**config.mk**
```make
export PLATFORM = sky130hd
export DESIGN_NAME = hazard_stall_ctrl
export DESIGN_NICKNAME = d
export VERILOG_FILES = /design/src/rtl/hazard_stall_ctrl.sv
export SDC_FILE = /design/constraint.sdc
export NUM_CORES = 1
export LEC_CHECK = 0
export BUFFER_PORTS_ARGS = -buffer_cell sky130_fd_sc_hd__buf_2
export CAP_MARGIN = 20
export CORE_AREA = 5 5 62 64
export DETAILED_ROUTE_END_ITERATION = 8
export DIE_AREA = 0 0 67 69
export PLACE_DENSITY = 0.7
export SYNTH_ARGS = -nofsm -noshare
export SYNTH_HDL_FRONTEND = slang
export SYNTH_SLANG_ARGS = --single-unit
```
**constraint.sdc**
```tcl
create_clock -name clock -period 1.8 [get_ports clock]
set_input_delay 0.09 -clock clock [delete_from_list [all_inputs] [get_ports clock]]
set_output_delay 0.09 -clock clock [all_outputs]
set_load 0.005 [all_outputs]
```
**src/rtl/hazard_stall_ctrl.sv**
```systemverilog
// Pipeline hazard controller: load-use detection, multi-cycle multdiv sequencing,
// taken-branch flush and a saturating stall-cycle counter for the 5-stage core.
module hazard_stall_ctrl #(
    parameter int MD_TIMEOUT = 40,
    parameter int CNT_W      = 16
) (
    input  logic             clock,
    input  logic             reset,
    input  logic             dx_is_load,
    input  logic [4:0]       dx_rd,
    input  logic [4:0]       fd_rs,
    input  logic [4:0]       fd_rt,
    input  logic             fd_uses_rs,
    input  logic             fd_uses_rt,
    input  logic             md_start,
    input  logic             md_ready,
    input  logic             branch_taken,
    output logic             stall_pc,
    output logic             stall_fd,
    output logic             stall_dx,
    output logic             bubble_dx,
    output logic             bubble_xm,
    output logic             flush_fd,
    output logic             md_busy,
    output logic             md_timeout,
    output logic [CNT_W-1:0] stall_cycles
);

    // md_cnt only needs to reach MD_TIMEOUT-1 before the abort fires.
    localparam int MDC_W = (MD_TIMEOUT > 1) ? $clog2(MD_TIMEOUT) : 1;
    localparam logic [MDC_W-1:0] MD_LAST = MDC_W'(MD_TIMEOUT - 1);

    typedef enum logic {
        IDLE,
        MD_BUSY
    } state_t;

    state_t           state, next_state;
    logic [MDC_W-1:0] md_cnt, md_cnt_next;
    logic             set_timeout;

    logic rs_hit, rt_hit, lu_hazard;

    // Register $0 is hardwired to zero, so writing it never creates a dependency.
    assign rs_hit    = fd_uses_rs & (fd_rs == dx_rd) & (dx_rd != 5'd0);
    assign rt_hit    = fd_uses_rt & (fd_rt == dx_rd) & (dx_rd != 5'd0);
    assign lu_hazard = dx_is_load & (rs_hit | rt_hit);

    always_comb begin
        // NOTE: every signal driven here gets a default first, so no path can infer a latch.
        next_state  = state;
        md_cnt_next = md_cnt;
        set_timeout = 1'b0;
        stall_pc    = 1'b0;
        stall_fd    = 1'b0;
        stall_dx    = 1'b0;
        bubble_dx   = 1'b0;
        bubble_xm   = 1'b0;
        flush_fd    = 1'b0;
        md_busy     = 1'b0;

        unique case (state)
            IDLE: begin
                // A taken branch squashes the F/D instruction, so its hazard is moot.
                if (branch_taken) begin
                    flush_fd  = 1'b1;
                    bubble_dx = 1'b1;
                end else if (lu_hazard) begin
                    stall_pc  = 1'b1;
                    stall_fd  = 1'b1;
                    bubble_dx = 1'b1;
                end
                if (md_start && !md_ready) begin
                    next_state  = MD_BUSY;
                    md_cnt_next = '0;
                end
            end

            MD_BUSY: begin
                if (md_ready) begin
                    // Release everything this cycle so the result lands in X/M.
                    next_state  = IDLE;
                    md_cnt_next = '0;
                end else begin
                    stall_pc  = 1'b1;
                    stall_fd  = 1'b1;
                    stall_dx  = 1'b1;
                    bubble_xm = 1'b1;
                    md_busy   = 1'b1;
                    if (md_cnt == MD_LAST) begin
                        next_state  = IDLE;
                        md_cnt_next = '0;
                        set_timeout = 1'b1;
                    end else begin
                        md_cnt_next = md_cnt + 1'b1;
                    end
                end
            end

            default: begin
                next_state  = IDLE;
                md_cnt_next = '0;
            end
        endcase
    end

    always_ff @(posedge clock or posedge reset) begin
        if (reset) begin
            state      <= IDLE;
            md_cnt     <= '0;
            md_timeout <= 1'b0;
        end else begin
            // NOTE: state registers use non-blocking assignment so all flops sample pre-edge values.
            state  <= next_state;
            md_cnt <= md_cnt_next;
            if (set_timeout) begin
                md_timeout <= 1'b1;
            end
        end
    end

    always_ff @(posedge clock or posedge reset) begin
        if (reset) begin
            stall_cycles <= '0;
        end else if (stall_pc && (stall_cycles != {CNT_W{1'b1}})) begin
            stall_cycles <= stall_cycles + 1'b1;
        end
    end

endmodule

```
==> impl_metrics.yaml, run 1 <==
clocking:
  cts_made_buffers: 3
  clkTransAtPathRegs_ps: 140
  cts_tree: "built"
  h-tree-depth: 1
  cts_sinks: 24
  clockRootBuffer: "clkbuf_4"
  clock_path_buffers: 2
  clk_latency_ps: 310
floorplan:
  start_util: 0.4282
  die-area_um2: 4623
  core_area_um2: 3232
  die_width_um: 67
  row_count: 21
  ioPinCount: 47
  die_h_um: 69
drt:
  first_pass_iters: 6
  vias: 1220
  drc: 0
  drt_wl_total_um: 3292
  drtIter0Drc: 41
  viasPerCell: 5.062
  top_layer_used: "met4"
  wl_met1_um: 1391
  drt-wirelength-per-cell_um: 13.66
  wl_met3_um: 285
  met2RoutedLength_um: 1596
  ant_nets: 0
sta:
  setup_viol: 0
  relSlewSlack: 0.7154
  fmax_mhz: 576.6
  fin_hold_ws_ps: 50.77
  hold_viol_final: 0
  finalClockSkew_ps: 6.481
  fin_crit_sh: 0.9635
  finalCriticalPeriod_ps: 1734
  slew_violations: 0
  tightestPinTransition_ps: 426.9
power:
  p_per_area_nw_per_um2: 811.8
  ir_worst_vdd_mv: 0.4946
  p_total_w: 0.001471
  leakagePower_nw: 0.9338
layout:
  instances_no_fill: 241
  final_cell_mix: "46 x buf_2, 24 x dfrtp_1, 14 x xor2_1"
  drive_gt1_frac: 0.3692
  syn_to_final_growth_pct: 30.92
  diodes: 0
  final_common_cell: "buf_2"
  fin_nets: 221
status:
  outcome: "finished, final reports clean"
synth:
  syn_area_um2: 1384
  synthCells: 139
  ys_types: 37
  yosysSeqAreaShare: 0.4340
  yosys.area.top_type_share: 0.4340
  syn_area_per_cell_um2: 9.956
  synth_warnings: 0
  yosysTopAreaCell: "dfrtp_1"
  ys_seq_elements: 24
  synthTopCellsByArea: "dfrtp_1 43%, xor2_1 8.9%, xnor2_1 7.0%, nand2_1 3.0%, o21ai_0 2.9%"
  synth.net_count: 164
global_routing:
  grt-ovfl-total: 0
  grt_usage: 0.1477
  grt_pass1_vias: 1253
  grt_pass1_wl_um: 5533
  grt_max_degree: 25
  antenna_found_initial: 0
setup_path:
  critPathMaxFanout: 12
  critPathKind: "flip-flop to flip-flop"
  worstSetupStartpointType: "flip-flop"
  end_kind: "flip-flop"
  critPathRequiredTime_ps: 2050
  arrival_ps: 1980
worst_hold_path:
  hold_class: "primary input to flip-flop"
placement:
  post-dp-hpwl_um: 2528
  port_buffers: 46
  gp_congestion: 0.8286
  placed_cells: 235
job:
  maxCapViolations: 0
-- worst max-delay path, stage by stage, from the launching register on --
cell     delay (ps)
dfrtp_1         410
and4_1          220
and2_4          170
nand3_1         110
nor3_2           60
buf_6           140
nor4b_1         370
xor2_1          190
-- area by class of cell --
| cell class | instances | area [um2] |
|---|---|---|
| repair buffers | 58 | 341.6 |
| inverters | 4 | 15.01 |
| clock inverters | 1 | 30.03 |
| well taps | 46 | 57.56 |
| multi-input cells | 105 | 744.5 |
| fillers | 290 | 1420 |
| clock buffers | 3 | 22.52 |
| flip-flops and latches | 24 | 600.6 |
-- worst paths after layout --
| kind | cells past startpoint | slack [ps] | from | endpoint |
|---|---|---|---|---|
| max | 7 | 70 | stall_cycles[3] | stall_cycles[3] |
| min | 3 | 50 | md_start | state |
| max reg2reg | 7 | 70 | stall_cycles[3] | stall_cycles[3] |
| min reg2reg | 1 | 480 | md_timeout | md_timeout |
| max in group asynchronous | 4 | 1240 | reset | stall_cycles[13] |
| min in group asynchronous | 4 | 340 | reset | stall_cycles[6] |
-- routing by layer --
metal / vias to the layer above / global-route usage
met5: - / 0
met4: 0 / 0.05180
met3: 2 / 0.01948
met2: 48 / 0.2478
met1: 573 / 0.1902
li1: 597 / -
-- power by group --
group	switching (W)	leakage (nW)	internal (W)	total (W)
combinational	0.000210	0.582	0.000217	0.000427
clock	0.000164	0.0279	0.000225	0.000389
sequential	0.0000538	0.324	0.000601	0.000655
-- cells in the mapped netlist, drive strengths merged --
master,n
inv,4
nor3,10
a31oi,1
and2,2
nand4b,1
xnor2,11
a22o,1
dfrtp,24
nor2b,3
buf,5
xor2,14
a21oi,3
nand2b,2
a21o,1
o21ai,9
clkbuf,1
or4,1
a211oi,1
and3,3
o22ai,1
nand2,11
nand3,7
ha,2
nor4b,2
mux2,2
nor4,2
nor3b,2
nand4,6
o31ai,1
and4,1
nor2,5
-- through the flow --
step | setup TNS [ps] | utilization | area [um2] | setup WS (ps)
after floorplan | 0 | - | 1384 | 64.01
after global placement | 0 | 0.5312 | 1717 | 40.70
after detailed placement | -8.308 | 0.5312 | 1717 | -8.308
after CTS | 0 | 0.5536 | 1789 | 11.82
after global routing | -21.38 | 0.5606 | 1812 | -21.38
final | 0 | 0.5606 | 1812 | 65.68
-- timing repair --
item	in CTS	in global routing
hold buffers	2	0
resized for setup	0	7
endpoints found under the setup margin	0	10
setup buffers	0	0
endpoints found under the hold margin	25	0
-- flip-flops by register name, indices dropped and copies added, names as in the netlist --
| name | flops |
|---|---|
| md_cnt | 6 |
| md_timeout | 1 |
| stall_cycles | 16 |
| state | 1 |
-- cell families after synthesis --
kind of cell | synth area share
AO/OA/AOI/OAI | 0.08591
XOR/XNOR | 0.1582
adder cells (fa/ha/maj) | 0.01808
buffers and inverters | 0.04158
flip-flops | 0.4340
multiplexers | 0.02170
AND/OR/NAND/NOR | 0.2405
No activity file was read; power rests on OpenSTA's default activity.
==> run 2, diff against run 1 <==
--- a/config.mk
+++ b/config.mk
@@ -7,10 +7,10 @@
 export LEC_CHECK = 0
 export BUFFER_PORTS_ARGS = -buffer_cell sky130_fd_sc_hd__buf_2
 export CAP_MARGIN = 20
-export CORE_AREA = 5 5 62 64
+export CORE_AREA = 5 5 65 67
 export DETAILED_ROUTE_END_ITERATION = 8
-export DIE_AREA = 0 0 67 69
-export PLACE_DENSITY = 0.7
+export DIE_AREA = 0 0 70 72
+export PLACE_DENSITY = 0.64
 export SYNTH_ARGS = -nofsm -noshare
 export SYNTH_HDL_FRONTEND = slang
 export SYNTH_SLANG_ARGS = --single-unit
==> impl_metrics.yaml, run 2 (synthesis gave the netlist of run 1 again) <==
sta:
  finalClockSkew_ps: 2.457
  hold_viol_final: 0
  rsz0062_at_grt: "yes"
  tightestPinTransition_ps: 466.0
  finalCriticalPeriod_ps: 1737
  fmax_mhz: 575.7
  worst_slack_ps: 63.02
  setup_viol: 0
  slew_violations: 0
  fin_crit_sh: 0.9650
  relSlewSlack: 0.6893
clocking:
  cts_sinks: 24
  h-tree-depth: 1
  clock_path_buffers: 2
  clkTransAtPathRegs_ps: 130
  cts_tree: "built"
  cts_made_buffers: 3
  clockRootBuffer: "clkbuf_4"
  clk_latency_ps: 310
worst_hold_path:
  hold_class: "primary input to flip-flop"
job:
  maxCapViolations: 0
drt:
  drt_wl_total_um: 3195
  first_pass_iters: 4
  drc: 0
  ant_nets: 0
  drt-wirelength-per-cell_um: 12.88
  viasPerCell: 4.992
  drtIter0Drc: 45
  vias: 1238
floorplan:
  die_width_um: 70
  die_h_um: 72
  ioPinCount: 47
  start_util: 0.3867
  core_area_um2: 3578
  die-area_um2: 5040
  row_count: 22
setup_path:
  arrival_ps: 1980
  worstSetupStartpointType: "flip-flop"
  critPathMaxFanout: 9
  critPathRequiredTime_ps: 2040
  critPathKind: "flip-flop to flip-flop"
  end_kind: "flip-flop"
global_routing:
  grt_max_degree: 25
  grt_pass1_vias: 1260
  antenna_found_initial: 0
  grt-ovfl-total: 0
  grt_usage: 0.1350
  grt_pass1_wl_um: 5630
layout:
  instances_no_fill: 248
  top_register: "stall_cycles"
  syn_to_final_growth_pct: 33.00
  diodes: 0
  final_cell_area_um2: 1841
  fill_cells: 364
  final_cell_mix: "46 x buf_2, 24 x dfrtp_1, 14 x xor2_1"
  utilization: 0.5143
  drive_gt1_frac: 0.3800
  reg_top3: "stall_cycles: 16 flops, md_cnt: 6 flops"
  fin_nets: 226
  final_common_cell: "buf_2"
  largest_register_ffs: 16
power:
  p_int_w: 0.0009451
  power_frac_comb: 0.313
  leakagePower_nw: 0.9717
  p_total_w: 0.001365
  power_switching_w: 0.0004202
  ir_worst_vdd_mv: 0.6321
  p_sw_frac: 0.3078
  pwr-share-clk: 0.205
  p_per_area_nw_per_um2: 741.8
  p_seq_frac: 0.482
status:
  outcome: "finished, final reports clean"
placement:
  gp_congestion: 0.8358
  port_buffers: 46
  dp_slack_ps: -12.56
  placed_cells: 239
  placed_area_um2: 1734
  post-dp-hpwl_um: 2516
-- run 2: critical path: stages, from the launching register on --
cell and delay (ps):
dfrtp_1 410, and4_1 200, and2_1 160, nand3_1 160
nor3_4 90, buf_6 150, nor4b_1 330, xor2_1 170
-- run 2: power groups by stage --
stage	clock, W	combinational [W]	sequential, W
after floorplan	0	0.000186	0.000685
after global placement	0	0.000406	0.000661
after detailed placement	0	0.000415	0.000665
after CTS	0.000295	0.000420	0.000657
after global routing	0.000326	0.000476	0.000666
final	0.000280	0.000427	0.000658
-- run 2: final cells by class --
class / count / area (um2) / share of cell area
well taps: 48 / 60.06 / 0.03263
repair buffers: 63 / 379.1 / 0.2060
inverters: 4 / 15.01 / 0.008158
clock buffers: 4 / 36.28 / 0.01971
flip-flops and latches: 24 / 600.6 / 0.3263
multi-input cells: 105 / 749.5 / 0.4072
-- run 2: metal layers --
metal  up-vias  global-route usage  routed length (um)
met2        33              0.2445                1617
li1        608                   -                   -
met3         6             0.03463                 163
met4         0             0.03191                  41
met1       591              0.1610                1372
met5         -                   0                   0
-- run 2: through the flow --
| step | hold slack, ps | TNS, ps |
|---|---|---|
| after CTS | 25.92 | 0 |
| after floorplan | 104.6 | 0 |
| final | 39.77 | 0 |
| after global placement | 153.6 | 0 |
| after detailed placement | 157.7 | -12.56 |
| after global routing | 41.51 | 0 |
-- run 2: worst paths after layout --
kind,start,end,slack [ps],depth (start not counted)
max in group asynchronous,reset,stall_cycles[3],1220,4
worst max register to register,stall_cycles[3],stall_cycles[7],60,7
worst min register to register,stall_cycles[11],stall_cycles[11],500,1
worst min-delay path,md_start,state,40,3
worst max-delay path,stall_cycles[3],stall_cycles[7],60,7
min in group asynchronous,reset,md_cnt[3],340,4
-- run 2: timing repair --
action                                  in CTS  in global routing
endpoints found under the setup margin       0                 15
hold buffers                                 2                  0
gates resized for setup                      0                  6
endpoints found under the hold margin       25                  0
buffers inserted                             0                  3
==> run 3, diff against run 2 <==
--- a/config.mk
+++ b/config.mk
@@ -7,10 +7,12 @@
 export LEC_CHECK = 0
 export BUFFER_PORTS_ARGS = -buffer_cell sky130_fd_sc_hd__buf_2
 export CAP_MARGIN = 20
-export CORE_AREA = 5 5 65 67
+export CELL_PAD_IN_SITES_DETAIL_PLACEMENT = 2
+export CELL_PAD_IN_SITES_GLOBAL_PLACEMENT = 2
+export CORE_AREA = 5 5 79 81
 export DETAILED_ROUTE_END_ITERATION = 8
-export DIE_AREA = 0 0 70 72
-export PLACE_DENSITY = 0.64
+export DIE_AREA = 0 0 84 86
+export PLACE_DENSITY = 0.7
 export SYNTH_ARGS = -nofsm -noshare
 export SYNTH_HDL_FRONTEND = slang
 export SYNTH_SLANG_ARGS = --single-unit
==> impl_metrics.yaml, run 3 (synthesis gave the netlist of run 1 again) <==
setup_path:
  arrival_ps: 1900
  critPathKind: "flip-flop to flip-flop"
  crit_chain: "and4_1 -> and2_4 -> nand3_2 -> nor3_2 -> buf_6 -> nor2_2 -> mux2_4"
  slowest_delay_ps: 350
  crit_family: "simple AND/OR/NAND/NOR gates"
  cp_num_buf_inv: 1
  critPathMaxFanout: 7
  worstSetupStartpointType: "flip-flop"
  critPathRequiredTime_ps: 1960
  slowest_stage: "dfrtp_1"
  end_kind: "flip-flop"
layout:
  syn_to_final_growth_pct: 37.52
  top_register: "stall_cycles"
  reg_top3: "stall_cycles: 16 flops, md_cnt: 6 flops"
  final_cell_mix: "47 x buf_2, 24 x dfrtp_1, 14 x xor2_1, 14 x buf_4"
  final_cell_area_um2: 1903
  diodes: 0
  largest_register_ffs: 16
  final_common_cell: "buf_2"
  drive_gt1_frac: 0.3960
  fin_nets: 228
floorplan:
  die-area_um2: 7224
  die_width_um: 84
  ioPinCount: 47
  core_area_um2: 5405
  start_util: 0.2560
  row_count: 27
  die_h_um: 86
clocking:
  clockRootBuffer: "clkbuf_8"
  cts_sinks: 24
  cts_tree: "built"
  cts_made_buffers: 3
  clock_path_buffers: 2
  h-tree-depth: 1
  clkTransAtPathRegs_ps: 90
  clk_latency_ps: 270
global_routing:
  antenna_found_initial: 0
  grt_pass1_wl_um: 7258
  grt_pass1_vias: 1501
  grt_usage: 0.1213
  grt_max_degree: 25
  grt-ovfl-total: 0
drt:
  top_layer_used: "met4"
  viasPerCell: 4.639
  drtIter0Drc: 40
  wl_met1_um: 1829
  met2RoutedLength_um: 2246
  vias: 1271
  drc: 0
  wl_met3_um: 170
  first_pass_iters: 3
  drt-wirelength-per-cell_um: 15.59
  ant_nets: 0
  drt_wl_total_um: 4271
placement:
  placed_area_um2: 1779
  port_buffers: 46
  gp_congestion: 0.8664
  post-dp-hpwl_um: 3366
  dp_slack_ps: -14.31
sta:
  worst_slack_ps: 56.76
  fmax_mhz: 573.6
  setup_viol: 0
  finalCriticalPeriod_ps: 1743
  relSlewSlack: 0.6839
  tightestPinTransition_ps: 474.1
  finalClockSkew_ps: 3.548
  rsz0062_at_grt: "no"
  hold_viol_final: 0
  slew_violations: 0
  fin_crit_sh: 0.9685
power:
  p_total_w: 0.001479
  ir_worst_vdd_mv: 0.4376
  leakagePower_nw: 0.9755
  p_per_area_nw_per_um2: 777.1
worst_hold_path:
  hold_class: "primary input to flip-flop"
job:
  maxCapViolations: 0
status:
  outcome: "finished, final reports clean"
-- run 3: path summary, 6_finish.rpt --
kind                                  from               end  slack (ps)  cells past startpoint
max reg2reg                stall_cycles[5]   stall_cycles[1]          60                      7
max                        stall_cycles[5]   stall_cycles[1]          60                      7
min                               md_start             state         110                      3
min reg2reg                     md_timeout        md_timeout         470                      1
min in group asynchronous            reset   stall_cycles[9]         410                      4
max in group asynchronous            reset  stall_cycles[11]        1140                      4
-- run 3: repair_timing --
item                       in CTS  in global routing
gates resized for setup         1                  6
setup endpoints to repair       5                 14
hold endpoints to repair       25                  0
hold buffers                    2                  0
buffers inserted                1                  1
gates cloned                    1                  0
pin swaps                       1                  2
-- run 3: through the flow --
stage	std cells	utilization	setup TNS, ps	hold slack [ps]
floorplan	139	-	0	104.6
global placement	265	0.3292	0	152.2
detailed placement	265	0.3292	-24.22	172.2
CTS	273	0.3461	0	101.6
global route	274	0.3521	0	130.0
finish	274	0.3521	0	105.5
-- run 3: layout make-up --
class | instances | area [um2]
fillers | 622 | 3502
inverters | 4 | 15.01
multi-input cells | 105 | 750.7
repair buffers | 65 | 391.6
well taps | 72 | 90.09
clock buffers | 4 | 55.05
flip-flops and latches | 24 | 600.6
-- run 3: per-layer routing --
layer | GRT usage | vias up
met2 | 0.2328 | 37
met3 | 0.01921 | 2
met4 | 0.03070 | 0
li1 | - | 613
met5 | 0 | -
met1 | 0.1395 | 619
-- run 3: worst register-to-register path: stages, from the launching register on --
cell and delay [ps]:
dfrtp_1 350, and4_1 220, and2_4 170, nand3_2 110, nor3_2 260, buf_6 170, nor2_2 60, mux2_4 290
-- run 3: report_power, final --
| part | total (W) | leakage [nW] | switching (W) | internal (W) |
|---|---|---|---|---|
| clock | 0.000375 | 0.0288 | 0.000179 | 0.000196 |
| sequential | 0.000653 | 0.324 | 0.0000518 | 0.000601 |
| combinational | 0.000451 | 0.623 | 0.000225 | 0.000226 |
